## config.mk

```make
export PLATFORM = sky130hd
export DESIGN_NAME = reset_sequencer
export DESIGN_NICKNAME = d
export VERILOG_FILES = /design/src/rtl/reset_sequencer.sv
export SDC_FILE = /design/constraint.sdc
export NUM_CORES = 1
export LEC_CHECK = 0
export CORE_AREA = 2 2 61 75
export DETAILED_ROUTE_END_ITERATION = 7
export DIE_AREA = 0 0 63 77
export PLACE_DENSITY_LB_ADDON = 0.05
export SKIP_CTS_REPAIR_TIMING = 1
export SYNTH_ARGS = -nofsm -noshare
export SYNTH_HDL_FRONTEND = slang
export SYNTH_SLANG_ARGS = --single-unit
```

## constraint.sdc

```tcl
create_clock -name clk -period 2.05 [get_ports clk]
set_clock_uncertainty 0.2 [all_clocks]
set_input_delay 0.41 -clock clk [delete_from_list [all_inputs] [get_ports clk]]
set_output_delay 0.41 -clock clk [all_outputs]
set_load 0.03 [all_outputs]
```

## src/rtl/reset_sequencer.sv

```systemverilog
// ---------------------------------------------------------------------------
// reset_sequencer
//
// Purpose:
//    Turns the PLL lock flag into an ordered pair of system resets in the
//    clk_1x domain. The asynchronous lock flag is synchronised, and it must
//    stay high for HOLD_CYCLES consecutive cycles. The early reset for
//    peripherals/VDP is then released. STAGE_GAP cycles later, the late
//    reset for CPU/bus masters is released and ready rises. Any loss of lock
//    re-asserts both resets and drops ready.
//
// Ports:
//    clk              in   1            clk_1x from the PLL
//    reset            in   1            asynchronous, active-high (power-on / button)
//    pll_locked       in   1            asynchronous lock flag from the PLL
//    reset_early      out  1            active-high reset for peripherals (registered)
//    reset_late       out  1            active-high reset for CPU (registered)
//    ready            out  1            high only in RUN (registered)
//    lock_loss_count  out  COUNT_WIDTH  saturating count of RUN->WAIT_LOCK exits
//
// Configuration macro:
//    LOCK_LOSS_COUNTER_EN - when defined, lock_loss_count counts each loss of
//    lock taken from RUN and saturates at all-ones. When it is undefined, the
//    port is tied to zero and no counter logic exists.
// ---------------------------------------------------------------------------
module reset_sequencer #(
   parameter int SYNC_STAGES = 2,
   parameter int HOLD_CYCLES = 1024,
   parameter int STAGE_GAP   = 16,
   parameter int COUNT_WIDTH = 8
) (
   input  logic                   clk,
   input  logic                   reset,
   input  logic                   pll_locked,
   output logic                   reset_early,
   output logic                   reset_late,
   output logic                   ready,
   output logic [COUNT_WIDTH-1:0] lock_loss_count
);

   // One counter is shared by HOLD and GAP, so it is sized for the larger window.
   localparam int MAX_WINDOW = (HOLD_CYCLES > STAGE_GAP) ? HOLD_CYCLES : STAGE_GAP;
   localparam int CNT_W      = $clog2(MAX_WINDOW) + 1;

   localparam logic [CNT_W-1:0] HOLD_LOAD = CNT_W'(HOLD_CYCLES - 1);
   localparam logic [CNT_W-1:0] GAP_LOAD  = CNT_W'(STAGE_GAP - 1);
   localparam logic [CNT_W-1:0] CNT_ZERO  = {CNT_W{1'b0}};
   localparam logic [CNT_W-1:0] CNT_ONE   = {{(CNT_W-1){1'b0}}, 1'b1};

   // Reject configurations the sequencing cannot honour.
   generate
      if (SYNC_STAGES < 2) begin : g_bad_sync
         $error("reset_sequencer: SYNC_STAGES must be >= 2");
      end
      if (HOLD_CYCLES < 1) begin : g_bad_hold
         $error("reset_sequencer: HOLD_CYCLES must be >= 1");
      end
      if (STAGE_GAP < 1) begin : g_bad_gap
         $error("reset_sequencer: STAGE_GAP must be >= 1");
      end
   endgenerate

   typedef enum logic [1:0] {
      ST_WAIT_LOCK = 2'd0,
      ST_HOLD      = 2'd1,
      ST_GAP       = 2'd2,
      ST_RUN       = 2'd3
   } state_t;

   logic [SYNC_STAGES-1:0] r_sync;
   logic                   w_locked_s;

   state_t                 r_state;
   state_t                 w_state_nxt;
   logic [CNT_W-1:0]       r_cnt;
   logic [CNT_W-1:0]       w_cnt_nxt;
   logic                   r_reset_early;
   logic                   r_reset_late;
   logic                   r_ready;
   logic                   w_reset_early_nxt;
   logic                   w_reset_late_nxt;
   logic                   w_ready_nxt;

   // Synchroniser chain for the asynchronous lock flag. Bit 0 samples the pin.
   always_ff @(posedge clk or posedge reset) begin
      if (reset) begin
         r_sync <= {SYNC_STAGES{1'b0}};
      end else begin
         r_sync <= {r_sync[SYNC_STAGES-2:0], pll_locked};
      end
   end

   assign w_locked_s = r_sync[SYNC_STAGES-1];

   // State, shared counter and registered outputs.
   // Reset forces the safe (all-held) values immediately.
   always_ff @(posedge clk or posedge reset) begin
      if (reset) begin
         r_state       <= ST_WAIT_LOCK;
         r_cnt         <= CNT_ZERO;
         r_reset_early <= 1'b1;
         r_reset_late  <= 1'b1;
         r_ready       <= 1'b0;
      end else begin
         r_state       <= w_state_nxt;
         r_cnt         <= w_cnt_nxt;
         r_reset_early <= w_reset_early_nxt;
         r_reset_late  <= w_reset_late_nxt;
         r_ready       <= w_ready_nxt;
      end
   end

   // Next-state, counter and next-output decode. Losing lock from any state
   // sends the FSM back to WAIT_LOCK with the counter cleared, so no credit
   // survives into the next attempt.
   always_comb begin
      w_state_nxt       = r_state;
      w_cnt_nxt         = r_cnt;
      w_reset_early_nxt = 1'b1;
      w_reset_late_nxt  = 1'b1;
      w_ready_nxt       = 1'b0;

      case (r_state)
         ST_WAIT_LOCK: begin
            if (w_locked_s) begin
               w_state_nxt = ST_HOLD;
               w_cnt_nxt   = HOLD_LOAD;
            end else begin
               w_state_nxt = ST_WAIT_LOCK;
               w_cnt_nxt   = CNT_ZERO;
            end
         end

         ST_HOLD: begin
            if (!w_locked_s) begin
               w_state_nxt = ST_WAIT_LOCK;
               w_cnt_nxt   = CNT_ZERO;
            end else if (r_cnt == CNT_ZERO) begin
               w_state_nxt       = ST_GAP;
               w_cnt_nxt         = GAP_LOAD;
               w_reset_early_nxt = 1'b0;
            end else begin
               w_cnt_nxt = r_cnt - CNT_ONE;
            end
         end

         ST_GAP: begin
            if (!w_locked_s) begin
               w_state_nxt = ST_WAIT_LOCK;
               w_cnt_nxt   = CNT_ZERO;
            end else if (r_cnt == CNT_ZERO) begin
               // The early reset is already low, so the late reset can never
               // fall ahead of it.
               w_state_nxt       = ST_RUN;
               w_cnt_nxt         = CNT_ZERO;
               w_reset_early_nxt = 1'b0;
               w_reset_late_nxt  = 1'b0;
               w_ready_nxt       = 1'b1;
            end else begin
               w_cnt_nxt         = r_cnt - CNT_ONE;
               w_reset_early_nxt = 1'b0;
            end
         end

         ST_RUN: begin
            if (!w_locked_s) begin
               w_state_nxt = ST_WAIT_LOCK;
               w_cnt_nxt   = CNT_ZERO;
            end else begin
               w_reset_early_nxt = 1'b0;
               w_reset_late_nxt  = 1'b0;
               w_ready_nxt       = 1'b1;
            end
         end

         default: begin
            w_state_nxt = ST_WAIT_LOCK;
            w_cnt_nxt   = CNT_ZERO;
         end
      endcase
   end

   assign reset_early = r_reset_early;
   assign reset_late  = r_reset_late;
   assign ready       = r_ready;

`ifdef LOCK_LOSS_COUNTER_EN
   localparam logic [COUNT_WIDTH-1:0] LLC_MAX = {COUNT_WIDTH{1'b1}};
   localparam logic [COUNT_WIDTH-1:0] LLC_ONE = {{(COUNT_WIDTH-1){1'b0}}, 1'b1};

   logic [COUNT_WIDTH-1:0] r_lock_loss_cnt;
   logic                   w_run_lost_s;

   // Only an exit from RUN counts. Drops during HOLD/GAP are start-up noise.
   assign w_run_lost_s = (r_state == ST_RUN) && !w_locked_s;

   // Saturating lock-loss counter. Only the reset input clears it.
   always_ff @(posedge clk or posedge reset) begin
      if (reset) begin
         r_lock_loss_cnt <= {COUNT_WIDTH{1'b0}};
      end else if (w_run_lost_s && (r_lock_loss_cnt != LLC_MAX)) begin
         r_lock_loss_cnt <= r_lock_loss_cnt + LLC_ONE;
      end else begin
         r_lock_loss_cnt <= r_lock_loss_cnt;
      end
   end

   assign lock_loss_count = r_lock_loss_cnt;
`else
   assign lock_loss_count = {COUNT_WIDTH{1'b0}};
`endif

endmodule

```

==> results.json, run 1 <==
{
  "end_kind": "flop",
  "die_width_um": 63,
  "powerDensity_nw_per_um2": 714.9,
  "syn_inst": 104,
  "synth_area_per_cell_um2": 9.661,
  "cts.sinks": 18,
  "cpMaxStageDelayCell": "dfrtp_1",
  "power.leakage_nw": 0.4955,
  "slew_violations": 0,
  "rsz0062_at_grt": "false",
  "cts_buffers": 3,
  "drc": 0,
  "path_class": "reg2reg",
  "clockBufferDepth": 2,
  "nets": 121,
  "crit_arrival_ps": 1890,
  "synth_area_um2": 1005,
  "drtPass1Iterations": 4,
  "diodes": 0,
  "place_ws_ps": 136.9,
  "nFillCells": 456,
  "synth_edf_count": 0,
  "synthTopCellsByCount": "dfrtp_1, a21oi_1, buf_4, nand2_1, nor2_1",
  "maxCapViolCount": 0,
  "rows": 26,
  "multi_input_area_um2": 485.5,
  "area_growth_pct": 19.18,
  "yosys_most_used_dff": "dfrtp_1",
  "ys_seq_elements": 18,
  "h-tree-depth": 1,
  "boundaryPins": 14,
  "clk_latency_ps": 260,
  "place_congestion": 0.7343,
  "grt_pass1_vias": 865,
  "dieArea_um2": 4851,
  "start_kind": "flop",
  "cts_tree": "yes",
  "routedWlPerCell_um": 14.84,
  "synthTopCellsByArea": "dfrtp_1, buf_4, a21oi_1",
  "grt_overflow": 0,
  "crit_buf_inv": 1,
  "whs_ps": 173.8,
  "synth.most_common_cell": "dfrtp_1",
  "synth_top_cell_by_area": "dfrtp_1",
  "outcome": "finished clean",
  "post-dp-hpwl_um": 1885,
  "die_h_um": 77,
  "postSynth.asyncResetShare": 1.000,
  "finalCriticalPeriod_ps": 1940,
  "synth_top_area_share": 0.3985,
  "ys_warn_count": 0,
  "place_area_um2": 1130,
  "routed-via-count": 807,
  "grt_start_max_net_pins": 19,
  "report.final.setup_viol": 0,
  "worstHoldPathType": "reg2reg",
  "port_buffers": 5,
  "seq_area_um2": 452.9,
  "routed_wl_um": 2553,
  "ys_seq_area_frac": 0.4508,
  "timing.final.crit_share": 0.9465,
  "fin_area_um2": 1197,
  "drive_gt1_frac": 0.1983,
  "hold_viol": 0,
  "core-area_um2": 4131,
  "grt_pass1_wl_um": 4519,
  "ir_drop_mv": 0.2403,
  "cts_root_buf": "clkbuf_8",
  "dr.first_iter.drc_count": 30,
  "grt_use_total": 0.1203,
  "slowest_delay_ps": 400,
  "drt-vias-per-instance": 4.692,
  "worstPathRequired_ps": 2000,
  "ant_nets": 0,
  "power_mw": 0.8561,
  "max_freq_ghz": 0.5154,
  "cts.clk_slew.worst_paths_ps": 70,
  "fin_util": 0.2898,
  "layout_setup_ws_ps": 109.6,
  "antenna_found_initial": 0,
  "ys_types": 38,
  "path_cells": "inv_1, ha_1, nor4b_4, and4_4, a21oi_2, o21a_1",
  "initial_core_util": 0.2432,
  "critPathTopFamily": "simple AND/OR/NAND/NOR gates",
  "crit_fanout": 6
}
[final timing paths]
kind	cells after the start	slack [ps]	from	end
max	6	110	r_cnt[0]	r_state[0]
min	0	170	r_sync[0]	r_sync[1]
max in group asynchronous	3	1110	reset	reset_late
min reg2reg	0	170	r_sync[0]	r_sync[1]
max reg2reg	6	110	r_cnt[0]	r_state[0]
min in group asynchronous	3	270	reset	r_cnt[9]
[layer usage]
metal	part of all wire	track usage	up-vias	routed length [µm]
met5	0	0	-	0
met2	0.52	0.2106	19	1331
met3	0.036	0.01760	6	93
met4	0.022	0.05333	0	57
li1	-	-	381	-
met1	0.42	0.1439	401	1070
[layout make-up]
| class | instances | area share |
|---|---|---|
| Clock buffer | 4 | 0.04598 |
| Tap cell | 56 | 0.05852 |
| Inverter | 7 | 0.02194 |
| Sequential cell | 18 | 0.3783 |
| Multi-Input combinational cell | 75 | 0.4054 |
| Timing Repair Buffer | 12 | 0.08986 |
[metrics by stage]
stage,cells,setup TNS [ps]
after global placement,168,0
after detailed placement,168,0
after floorplan,111,0
final,172,0
after global routing,172,0
after CTS,172,-16.37
[registers in the layout, indices dropped and copies added, names as in the netlist]
signal	flops
reset_late	1
reset_early	1
r_cnt	11
r_state	2
r_sync	2
ready	1
[report_power, final]
part | total, mW | leakage (nW) | switching [mW] | internal, mW
Sequential | 0.407 | 0.222 | 0.0308 | 0.377
Clock | 0.299 | 0.0288 | 0.128 | 0.171
Combinational | 0.149 | 0.245 | 0.0923 | 0.0570
[worst reg2reg max path: stages, from the launching register on]
cell and delay (ps):
dfrtp_1 400, inv_1 100, ha_1 170, nor4b_4 340, and4_4 360, a21oi_2 90
o21a_1 170
[cell usage in the layout (no fill, tap or decap), types with 2 or more instances in the layout]
cell / n
clkdlybuf4s50_1: 3
a211oi_2: 2
dfstp_2: 2
nand2b_1: 2
nand2_1: 7
dfrtp_1: 16
conb_1: 8
o21ai_1: 2
nand4b_1: 2
and3_1: 2
dlymetal6s2s_1: 2
buf_4: 7
a31oi_1: 3
or3_1: 3
a41oi_1: 2
a21oi_1: 11
inv_1: 6
nor2_1: 7
clkbuf_8: 4
nand3_1: 5
o21a_1: 2
[logic make-up after synthesis]
logic type	after synthesis	share of synthesized area
simple gates	36	0.2254
compound gates	30	0.2080
buf+inv	18	0.09962
flops	18	0.4508
fa+ha+maj	1	0.01245
other cells	1	0.003732
(Power assumes the default switching activity.)
==> run 2: changes to the inputs <==
--- a/config.mk
+++ b/config.mk
@@ -8,6 +8,7 @@
 export CORE_AREA = 2 2 61 75
 export DETAILED_ROUTE_END_ITERATION = 7
 export DIE_AREA = 0 0 63 77
+export GPL_TIMING_DRIVEN = 0
 export PLACE_DENSITY_LB_ADDON = 0.05
 export SKIP_CTS_REPAIR_TIMING = 1
 export SYNTH_ARGS = -nofsm -noshare
==> run 2 against run 1 <==
Net effect:
- global-route usage is 1.9 points lower
- wire length is 9.4% lower
- worst hold slack got worse by 24 ps
- combinational power rose by 14%
- first-iteration DRC count rose by 47%
- worst setup slack got worse by 89 ps
- utilization increased by 1.2 points
- critical path type is now reg2out
- clock-buffer cell count unchanged
- critical endpoint is now reset_late
- critical path depth is 5 lower
- via count increased by 2.0%
- final cell count is 5.2% higher
==> results.json, run 2 (synthesis results as in run 1) <==
{
  "cts.clk_slew.worst_paths_ps": 70,
  "final_cell_mix": "dfrtp_1, buf_4, a21oi_1",
  "reg2reg_slack_ps": 70,
  "report.final.setup_viol": 0,
  "critPathTopFamily": "buffers and inverters",
  "dieArea_um2": 4851,
  "drc": 0,
  "drtPass1Iterations": 4,
  "grt_pass1_wl_um": 3774,
  "timing.final.crit_share": 0.9898,
  "area_growth_pct": 24.28,
  "slew_headroom": 0.5275,
  "r2r-start": "r_cnt[1]",
  "worstHoldPathType": "reg2reg",
  "grt_use_total": 0.1017,
  "clk_latency_ps": 250,
  "cts_tree": "yes",
  "largest_reg_flops": 11,
  "path_cells": "clkdlybuf4s50_1",
  "grt_overflow": 0,
  "crit_start": "reset_late",
  "path_depth": 1,
  "r2r.worst_path.cells": 7,
  "grt_start_max_net_pins": 19,
  "path_class": "reg2out",
  "die_h_um": 77,
  "cts_root_buf": "clkbuf_8",
  "routed-via-count": 823,
  "diodes": 0,
  "whs_ps": 150.2,
  "reg2reg_to": "r_cnt[2]",
  "place_congestion": 0.7343,
  "slowest_delay_ps": 660,
  "cpMaxStageDelayCell": "clkdlybuf4s50_1",
  "ir_drop_mv": 0.2032,
  "fin_setup_tns_ps": 0,
  "hold_viol": 0,
  "powerDensity_nw_per_um2": 667.1,
  "dr.first_iter.drc_count": 44,
  "regMostFlops": "r_cnt",
  "maxCapViolCount": 0,
  "initial_core_util": 0.2432,
  "crit_buf_inv": 1,
  "outcome": "finished clean",
  "rsz0062_at_grt": "false",
  "cts.sinks": 18,
  "final_common_cell": "dfrtp_1",
  "worst_slew_pin_slew_ps": 708.0,
  "cts_buffers": 3,
  "post-dp-hpwl_um": 1621,
  "crit_arrival_ps": 1420,
  "finalCriticalPeriod_ps": 2029,
  "drt-vias-per-instance": 4.547,
  "max_freq_ghz": 0.4928,
  "port_buffers": 5,
  "routedWlPerCell_um": 12.78,
  "slew_violations": 0,
  "end_kind": "primary output",
  "nets": 130,
  "start_kind": "flop",
  "die_width_um": 63,
  "crit_end": "reset_late",
  "ant_nets": 0,
  "h-tree-depth": 1,
  "grt_pass1_vias": 714,
  "boundaryPins": 14,
  "rows": 26,
  "antenna_found_initial": 0,
  "core-area_um2": 4131,
  "clockBufferDepth": 2,
  "nFillCells": 462,
  "drive_gt1_frac": 0.2480,
  "worstPathRequired_ps": 1440,
  "routed_wl_um": 2313,
  "crit_fanout": 1,
  "power.leakage_nw": 0.5350,
  "reg_top3": "r_cnt (11), r_state (2), r_sync (2)"
}
run 2: worst min path at each step:
stage | from | cells past startpoint | slack (ps) | endpoint
finish | r_sync[0] | 0 | 150 | r_sync[1]
global route | r_sync[0] | 0 | 170 | r_sync[1]
CTS | r_sync[0] | 0 | 150 | r_sync[1]
detailed placement | r_sync[0] | 0 | 140 | r_sync[1]
global placement | r_sync[0] | 0 | 140 | r_sync[1]
floorplan | r_sync[0] | 0 | 130 | r_sync[1]
run 2: final cells by class:
type	instances	area (µm²)	share of cell area
inverter	7	26.28	0.02104
timing repair buffer	10	90.09	0.07214
multi-input combinational	75	490.5	0.3928
sequential	18	452.9	0.3627
buffer	11	73.82	0.05912
tap	56	70.07	0.05611
clock buffer	4	45.04	0.03607
run 2: routing by layer:
metal,part of all wire,track usage
met5,0,0
met4,0.016,0.04667
met3,0.034,0.01906
met2,0.48,0.1543
met1,0.47,0.1388
run 2: per-stage QoR:
step	utilization	instance area (µm²)	setup WS [ps]	total power, mW	cells
2_1_floorplan	-	1031	179.3	0.5278	111
3_3_place_gp	0.2786	1151	-100.9	0.5638	172
3_5_place_dp	0.2786	1151	-100.7	0.5620	172
4_1_cts	0.2895	1196	-129.5	0.8277	176
5_1_grt	0.3022	1249	1.113	0.8820	181
6_report	0.3022	1249	20.91	0.8330	181
run 2: where the power goes:
| part | total [mW] | internal, mW | switching, mW | leakage, nW |
|---|---|---|---|---|
| clock | 0.259 | 0.138 | 0.121 | 0.0228 |
| sequential | 0.404 | 0.377 | 0.0271 | 0.222 |
| combinational | 0.170 | 0.0727 | 0.0975 | 0.291 |
==> run 3: changes to the inputs <==
--- a/config.mk
+++ b/config.mk
@@ -5,9 +5,9 @@
 export SDC_FILE = /design/constraint.sdc
 export NUM_CORES = 1
 export LEC_CHECK = 0
-export CORE_AREA = 2 2 61 75
+export CORE_AREA = 4 4 63 77
 export DETAILED_ROUTE_END_ITERATION = 7
-export DIE_AREA = 0 0 63 77
+export DIE_AREA = 0 0 67 81
 export GPL_TIMING_DRIVEN = 0
 export PLACE_DENSITY_LB_ADDON = 0.05
 export SKIP_CTS_REPAIR_TIMING = 1
==> constraint.sdc (replaced) <==
create_clock -name clk -period 2.18 [get_ports clk]
set_clock_uncertainty 0.2 [all_clocks]
set_input_delay 0.436 -clock clk [delete_from_list [all_inputs] [get_ports clk]]
set_output_delay 0.436 -clock clk [all_outputs]
set_load 0.03 [all_outputs]
==> run 3 against run 2 <==
Net effect:
- total power decreased by 7.0%
- worst setup slack improved by 97 ps
- sequential share of layout area increased by 1.2 points
- global-route usage decreased by 0.11 points
- clock-buffer cell count unchanged
- worst hold slack improved by 2.4 ps
- critical path depth unchanged
- register-to-register slack improved by 100 ps
==> results.json, run 3 (synthesis results as in run 1) <==
{
  "grt_use_total": 0.1006,
  "critPathTopFamily": "buffers and inverters",
  "maxCapViolCount": 0,
  "final_common_cell": "dfrtp_1",
  "post-dp-hpwl_um": 1687,
  "crit_buf_inv": 1,
  "boundaryPins": 14,
  "largest_reg_flops": 11,
  "clk_latency_ps": 260,
  "place_congestion": 0.7249,
  "initial_core_util": 0.2432,
  "max_freq_ghz": 0.4849,
  "slew_violations": 0,
  "regMostFlops": "r_cnt",
  "rsz0062_at_grt": "false",
  "routed_wl_um": 2353,
  "crit_end": "reset_early",
  "path_class": "reg2out",
  "powerDensity_nw_per_um2": 640.6,
  "timing.final.crit_share": 0.9460,
  "port_buffers": 5,
  "power_mw": 0.7743,
  "r2r-start": "r_cnt[0]",
  "reg_top3": "r_cnt (11), r_state (2), r_sync (2)",
  "antenna_found_initial": 0,
  "slowest_delay_ps": 660,
  "crit_fanout": 1,
  "dr.first_iter.drc_count": 19,
  "crit_arrival_ps": 1430,
  "grt_pass1_wl_um": 4084,
  "path_depth": 1,
  "drtPass1Iterations": 4,
  "routedWlPerCell_um": 13.37,
  "worst_slew_pin_slew_ps": 699.4,
  "cts.clk_slew.worst_paths_ps": 70,
  "fin_setup_tns_ps": 0,
  "start_kind": "flop",
  "drt-vias-per-instance": 4.580,
  "drive_gt1_frac": 0.2083,
  "die_h_um": 81,
  "path_cells": "clkdlybuf4s50_1",
  "worstHoldPathType": "reg2reg",
  "ir_drop_mv": 0.2117,
  "reg2reg_to": "r_cnt[7]",
  "area_growth_pct": 20.30,
  "h-tree-depth": 1,
  "worstPathRequired_ps": 1540,
  "min_path_cells": 0,
  "grt_start_max_net_pins": 19,
  "whs_ps": 152.5,
  "report.final.setup_viol": 0,
  "power.leakage_nw": 0.5110,
  "ant_nets": 0,
  "cts.sinks": 18,
  "dieArea_um2": 5427,
  "final_cell_mix": "dfrtp_1, a21oi_1, buf_4, conb_1",
  "crit_start": "reset_early",
  "grt_overflow": 0,
  "clockBufferDepth": 2,
  "r2r.worst_path.cells": 6,
  "cts_root_buf": "clkbuf_8",
  "end_kind": "primary output",
  "nets": 125,
  "outcome": "finished clean",
  "hold_viol": 0,
  "cts_tree": "yes",
  "drc": 0,
  "grt_pass1_vias": 798,
  "diodes": 0,
  "finalCriticalPeriod_ps": 2062,
  "cts_buffers": 3,
  "die_width_um": 67,
  "reg2reg_slack_ps": 170,
  "slew_headroom": 0.5332,
  "rows": 26,
  "routed-via-count": 806,
  "cpMaxStageDelayCell": "clkdlybuf4s50_1",
  "core-area_um2": 4131
}
==> run 3: layout make-up <==
cell class	instances	area, µm²
well taps	56	70.07
repair buffers	5	50.05
fillers	447	2923
inverters	7	26.28
plain buffers	11	73.82
multi-input cells	75	490.5
flip-flops and latches	18	452.9
clock buffers	4	45.04
==> run 3: power by group <==
group          leakage, nW  internal [mW]  switching [mW]  total [mW]
sequential           0.222          0.354          0.0250       0.379
clock               0.0228          0.130           0.117       0.247
combinational        0.267         0.0595          0.0889       0.148
==> run 3: how the worst min path moves through the flow <==
stage                   start        end  slack, ps
finish              r_sync[0]  r_sync[1]        150
global route        r_sync[0]  r_sync[1]        160
CTS                 r_sync[0]  r_sync[1]        160
detailed placement  r_sync[0]  r_sync[1]        140
global placement    r_sync[0]  r_sync[1]        140
floorplan           r_sync[0]  r_sync[1]        130
==> run 3: stage by stage <==
step	util	area (µm²)	setup slack (ps)	cells
final	0.2926	1209	117.6	176
after global routing	0.2926	1209	40.13	176
after CTS	0.2895	1196	41.11	176
after detailed placement	0.2786	1151	51.40	172
after global placement	0.2786	1151	16.19	172
after floorplan	-	1031	309.3	111
==> run 3: routing by layer <==
layer	global-route usage	wire [µm]	share of wire
met5	0	0	0
met4	0.04260	23	0.0098
met3	0.01798	98	0.042
met2	0.1593	1154	0.49
met1	0.1332	1077	0.46
